**src/rtl/ws2812_frame_ctrl_if.sv**
```systemverilog
// rtl/ws2812_frame_ctrl_if.sv - pixel-buffer write, frame control and encoder handshake bundle
interface ws2812_frame_ctrl_if #(
    parameter int ADDR_W = 6
);
    logic              wr_en;
    logic [ADDR_W-1:0] wr_addr;
    logic [23:0]       wr_data;
    logic              start;
    logic              busy;
    logic              frame_done;
    logic [23:0]       RGB;
    logic              tx_en;
    logic              tx_done;

    modport slave (
        input  wr_en,
        input  wr_addr,
        input  wr_data,
        input  start,
        input  tx_done,
        output busy,
        output frame_done,
        output RGB,
        output tx_en
    );

    modport master (
        output wr_en,
        output wr_addr,
        output wr_data,
        output start,
        output tx_done,
        input  busy,
        input  frame_done,
        input  RGB,
        input  tx_en
    );
endinterface

```
**src/rtl/ws2812_frame_ctrl.sv**
```systemverilog
// rtl/ws2812_frame_ctrl.sv - WS2812 frame sequencer: pixel buffer, GRB streaming to encoder, latch hold
module ws2812_frame_ctrl #(
    parameter int LED_NUM      = 64,
    parameter int ADDR_W       = 6,
    parameter int RESET_CYCLES = 15000
) (
    input  logic                  clk,
    input  logic                  rst_n,
    ws2812_frame_ctrl_if.slave    bus
);

    localparam logic [1:0] S_IDLE  = 2'd0;
    localparam logic [1:0] S_LOAD  = 2'd1;
    localparam logic [1:0] S_SEND  = 2'd2;
    localparam logic [1:0] S_LATCH = 2'd3;

    localparam int CNT_W = (RESET_CYCLES > 1) ? $clog2(RESET_CYCLES) : 1;
    localparam logic [ADDR_W-1:0] LAST_IDX = ADDR_W'(LED_NUM - 1);
    localparam logic [CNT_W-1:0]  LAST_CNT = CNT_W'(RESET_CYCLES - 1);

    function automatic logic [23:0] to_grb(input logic [23:0] rgb);
        return {rgb[15:8], rgb[23:16], rgb[7:0]};
    endfunction

    logic [23:0]       mem [LED_NUM];
    logic [23:0]       rd_q;
    logic [ADDR_W-1:0] rd_addr;
    logic              in_range;
    logic              wr_ok;

    logic [1:0]        state_q, state_d;
    logic [ADDR_W-1:0] idx_q, idx_d;
    logic [CNT_W-1:0]  cnt_q, cnt_d;
    logic              busy_q, busy_d;
    logic              done_q, done_d;
    logic              tx_en_q, tx_en_d;
    logic [23:0]       rgb_q, rgb_d;

    generate
        if (LED_NUM >= (1 << ADDR_W)) begin : g_full
            assign in_range = 1'b1;
        end else begin : g_part
            assign in_range = (bus.wr_addr < ADDR_W'(LED_NUM));
        end
    endgenerate

    assign wr_ok = bus.wr_en && in_range;

    // Prefetch the next pixel while the current one is on the wire.
    always_comb begin
        rd_addr = '0;
        if (state_q == S_SEND) begin
            rd_addr = idx_q + ADDR_W'(1);
        end
    end

    always_ff @(posedge clk) begin
        if (wr_ok) begin
            mem[bus.wr_addr] <= bus.wr_data;
        end
    end

    // Write-first read so a pixel updated one cycle before its tx_done is still sent.
    always_ff @(posedge clk) begin
        if (wr_ok && (bus.wr_addr == rd_addr)) begin
            rd_q <= bus.wr_data;
        end else begin
            rd_q <= mem[rd_addr];
        end
    end

    always_comb begin
        state_d = state_q;
        idx_d   = idx_q;
        cnt_d   = cnt_q;
        busy_d  = busy_q;
        done_d  = 1'b0;
        tx_en_d = tx_en_q;
        rgb_d   = rgb_q;
        case (state_q)
            S_IDLE: begin
                if (bus.start) begin
                    state_d = S_LOAD;
                    busy_d  = 1'b1;
                    idx_d   = '0;
                end
            end
            S_LOAD: begin
                state_d = S_SEND;
                rgb_d   = to_grb(rd_q);
                tx_en_d = 1'b1;
            end
            S_SEND: begin
                if (bus.tx_done) begin
                    if (idx_q != LAST_IDX) begin
                        idx_d = idx_q + ADDR_W'(1);
                        rgb_d = to_grb(rd_q);
                    end else begin
                        tx_en_d = 1'b0;
                        cnt_d   = '0;
                        state_d = S_LATCH;
                    end
                end
            end
            S_LATCH: begin
                if (cnt_q == LAST_CNT) begin
                    state_d = S_IDLE;
                    busy_d  = 1'b0;
                    done_d  = 1'b1;
                end else begin
                    cnt_d = cnt_q + CNT_W'(1);
                end
            end
            default: begin
                state_d = S_IDLE;
                busy_d  = 1'b0;
                tx_en_d = 1'b0;
            end
        endcase
    end

    always_ff @(posedge clk or negedge rst_n) begin
        if (!rst_n) begin
            state_q <= S_IDLE;
            idx_q   <= '0;
            cnt_q   <= '0;
            busy_q  <= 1'b0;
            done_q  <= 1'b0;
            tx_en_q <= 1'b0;
            rgb_q   <= '0;
        end else begin
            state_q <= state_d;
            idx_q   <= idx_d;
            cnt_q   <= cnt_d;
            busy_q  <= busy_d;
            done_q  <= done_d;
            tx_en_q <= tx_en_d;
            rgb_q   <= rgb_d;
        end
    end

    assign bus.busy       = busy_q;
    assign bus.frame_done = done_q;
    assign bus.tx_en      = tx_en_q;
    assign bus.RGB        = rgb_q;

endmodule
```
**src/flat_wrapper.sv**
```systemverilog
// flat-port wrapper written by rule: the top's interface ports become plain ports
module ws2812_frame_ctrl_flat 
#(
    parameter int LED_NUM      = 64,
    parameter int ADDR_W       = 6,
    parameter int RESET_CYCLES = 15000
)
  (clk, rst_n, bus_wr_en, bus_wr_addr, bus_wr_data, bus_start, bus_tx_done, bus_busy, bus_frame_done, bus_RGB, bus_tx_en);
  ws2812_frame_ctrl_if #(.ADDR_W(ADDR_W)) bus_i ();
  input  logic clk;
  input  logic rst_n;
  input wire logic [$bits(bus_i.wr_en)-1:0] bus_wr_en;
  input wire logic [$bits(bus_i.wr_addr)-1:0] bus_wr_addr;
  input wire logic [$bits(bus_i.wr_data)-1:0] bus_wr_data;
  input wire logic [$bits(bus_i.start)-1:0] bus_start;
  input wire logic [$bits(bus_i.tx_done)-1:0] bus_tx_done;
  output wire logic [$bits(bus_i.busy)-1:0] bus_busy;
  output wire logic [$bits(bus_i.frame_done)-1:0] bus_frame_done;
  output wire logic [$bits(bus_i.RGB)-1:0] bus_RGB;
  output wire logic [$bits(bus_i.tx_en)-1:0] bus_tx_en;
  assign bus_i.wr_en = bus_wr_en;
  assign bus_i.wr_addr = bus_wr_addr;
  assign bus_i.wr_data = bus_wr_data;
  assign bus_i.start = bus_start;
  assign bus_i.tx_done = bus_tx_done;
  assign bus_busy = bus_i.busy;
  assign bus_frame_done = bus_i.frame_done;
  assign bus_RGB = bus_i.RGB;
  assign bus_tx_en = bus_i.tx_en;
  ws2812_frame_ctrl #(.LED_NUM(LED_NUM), .ADDR_W(ADDR_W), .RESET_CYCLES(RESET_CYCLES)) u_core (.clk(clk), .rst_n(rst_n), .bus(bus_i));
endmodule
```
**config.mk**
```make
export PLATFORM = sky130hd
export DESIGN_NAME = ws2812_frame_ctrl_flat
export DESIGN_NICKNAME = d
export VERILOG_FILES = /design/src/rtl/ws2812_frame_ctrl_if.sv /design/src/rtl/ws2812_frame_ctrl.sv /design/src/flat_wrapper.sv
export SDC_FILE = /design/constraint.sdc
export NUM_CORES = 1
export LEC_CHECK = 0
export BUFFER_PORTS_ARGS = -buffer_cell sky130_fd_sc_hd__buf_4
export CORE_MARGIN = 8
export CORE_UTILIZATION = 60
export DETAILED_ROUTE_END_ITERATION = 7
export PLACE_DENSITY = 0.76
export SYNTH_ARGS = -nofsm -noshare
export SYNTH_HDL_FRONTEND = slang
export SYNTH_SLANG_ARGS = --single-unit
```
**constraint.sdc**
```tcl
create_clock -name clk -period 4.6 [get_ports clk]
set_input_delay 0.46 -clock clk [delete_from_list [all_inputs] [get_ports clk]]
set_output_delay 0.46 -clock clk [all_outputs]
set_load 0.05 [all_outputs]
```
==> results.toml <==
[run_status]
status = "finished clean"

[drt]
first_pass_iters = 6
wl_um = 154000
ant_nets = 0
drcViolationCount = 0
post_drt_via_cell_ratio = 6.80
vias = 31600
first_iter_violations = 4244
wire_per_inst_um = 33.1

[global_routing]
antenna_found_initial = 10
grt_util_met3_pct = 7.86
grt_pass1_vias = 31600
met2_usage_pct = 41.7
busiest_layer = "met2"
grt_pass1_wl_um = 220000
met1_usage_pct = 37.4
gr-total-overflow = 0
grt_max_degree = 75
grt_usage_pct = 27.1

[logic_synthesis]
synth-xor-area-share_pct = 0.0570
muxShareOfSynthArea_pct = 15.3
synth_compound_area_share_pct = 3.72
async_reset_ff_share_pct = 3.08
synth-edff-count = 1536
synth_area_per_cell_um2 = 20.5
synth-simple-area-share_pct = 2.24
synth_cell_types = 50
syn-instance-count = 2998
synth_area_um2 = 61500
synthAdderAreaFrac_pct = 0.122
yosysSeqAreaShare_pct = 77.2
synthFlopType = "edfxtp_1"
synth-seq-cells = 1591
yosysWarnings = 0
synth.net_count = 3039
synth_top_family_by_area = "multiplexers"

[worst_setup_path]
end_kind = "flip-flop"
cp_max_fo = 29
path_cells = "buf_12 -> buf_4 -> mux4_2 -> mux2_2 -> o22ai_1 -> nor3_1 -> a221o_1"
slowest_stage = "dfxtp_4"
arrival_ns = 4.06
cp.required_ns = 5.23
critical-path-max-stage-delay_ns = 0.75
critical_path_class = "reg2reg"
cp-start-kind = "flip-flop"

[timing]
setup_tns_ns = 0
rsz0062_at_grt = "no"
fmax_ghz = 0.292
period_needed_ns = 3.43
slew_headroom_pct = 22.3
worstMarginPinSlew_ns = 1.16
setup_viol = 0
min_period_over_period_pct = 74.5
hold_viol = 0
clock_skew_ns = 0.0226
slew_viol_final = 0

[power]
power_density_nw_per_um2 = 509
peakVddDrop_v = 0.000538
leakagePower_uw = 0.0212
finalPower_uw = 35100

[finish]
stdcell_area_um2 = 69000
final_common_cell = "edfxtp_1"
syn2layout_area_growth_pct = 12.2
final_cell_mix = "edfxtp_1 (1536), mux2i_1 (289), mux4_2 (264)"
drive_above_1_share_pct = 23.7
nets = 3201

[die]
rows = 117
fp.dieH_um = 336
die_w_um = 336
die-area_um2 = 113000
io-pin-count = 62
core_um2 = 102000
start_util_pct = 60.4

[hold_path]
hold_path_class = "in2reg"
hp-start = "bus_start"

[clock_tree]
root_buffer = "clkbuf_16"
cts_tree = "done"
clock_latency_ns = 0.75
post_cts_buffers = 0
cts_hold_buf = 1
clock_path_buffers = 3
cts_buffers = 154
h-tree-depth = 4
clkTransAtPathRegs_ns = 0.06
ctsResizeCount = 0
cts.sinks = 1591

[placement]
finalWeightedCongestion = 0.829
dpl_cell_area_um2 = 64300
dp_hpwl_um = 84700
port_buffers = 61

[run]
maxCapViolCount = 0
[per-layer routing]
layer	up-vias	part of all wire (%)	routed length (um)
li1	12700	-	-
met1	16300	37	56800
met2	2171	46	71300
met3	329	13	19800
met4	8	3.8	5850
met5	-	0.035	54
[synth_stat cells (7+ instances only)]
master,n,area share (%)
nand2_1,21,0.13
nand3_1,14,0.11
nor2_1,106,0.65
buf_2,63,0.51
o21ai_0,11,0.090
buf_1,16,0.098
dfrtp_1,49,2.0
nor3_1,54,0.44
edfxtp_1,1536,75
a22oi_1,144,1.8
nor2b_1,49,0.50
clkbuf_1,82,0.50
o22ai_1,24,0.24
mux2_2,53,0.97
mux2i_1,289,4.7
mux4_2,264,9.7
a21oi_1,88,0.72
inv_1,7,0.043
a211oi_1,24,0.29
or3_1,8,0.081
a221o_1,25,0.41
[power by group]
part,switching [uW],internal [uW]
logic,3720,2980
clock network,5150,6770
registers,379,16100
total,9250,25900
[sequential cells by signal, summed over array words and instances, names as in the netlist, named ones only]
register,flops
u_core.mem,1536
u_core.cnt_q,14
u_core.idx_q,6
u_core.bus.RGB,24
u_core.state_q,2
u_core.bus.busy,1
u_core.bus.frame_done,1
u_core.bus.tx_en,1
[metrics by stage]
stage | std cells | utilization [%] | hold slack, ns | setup WS [ns]
after floorplan | 2998 | - | 0.164 | 1.54
after global placement | 4371 | 63.2 | 0.509 | 1.28
after detailed placement | 4371 | 63.2 | 0.533 | 1.24
after CTS | 4640 | 67.8 | 0.00922 | 1.16
after global routing | 4640 | 67.8 | 0.0900 | 1.04
final | 4643 | 67.8 | 0.0641 | 1.17
[cell type report]
type | count | area [um^2]
flip-flops and latches | 1591 | 47500
fillers | 6088 | 32700
multi-input cells | 1229 | 13500
clock buffers | 203 | 4170
well taps | 1368 | 1710
repair buffers | 176 | 1560
clock inverters | 65 | 559
inverters | 8 | 30.0
diodes | 3 | 7.51
[worst paths after layout]
path                                                  endpoint  slack [ns]  cells past startpoint
worst min register to register    u_core.bus.tx_en$_DFFE_PN0P_        0.54                      1
worst max-delay path            u_core.bus.RGB[17]$_DFFE_PN0P_        1.17                      7
worst max register to register  u_core.bus.RGB[17]$_DFFE_PN0P_        1.17                      7
worst min-delay path               u_core.bus.busy$_DFFE_PN0P_        0.06                      3
min in group asynchronous        u_core.state_q[1]$_DFFE_PN0P_        0.34                      2
max in group asynchronous       u_core.bus.RGB[20]$_DFFE_PN0P_        3.69                      2
[worst max-delay path: cells and delay by family, from the launching register on]
family	cells	cell delay (ns)
simple gates	1	0.22
buf+inv	2	0.60
flops	1	0.75
mux	2	0.81
compound gates	2	0.87
[cell families after synthesis]
group,count (synthesis)
flops,1591
fa+ha+maj,6
mux,606
buf+inv,178
xor+xnor,4
compound gates,332
simple gates,281
(Power assumes the default switching activity.)
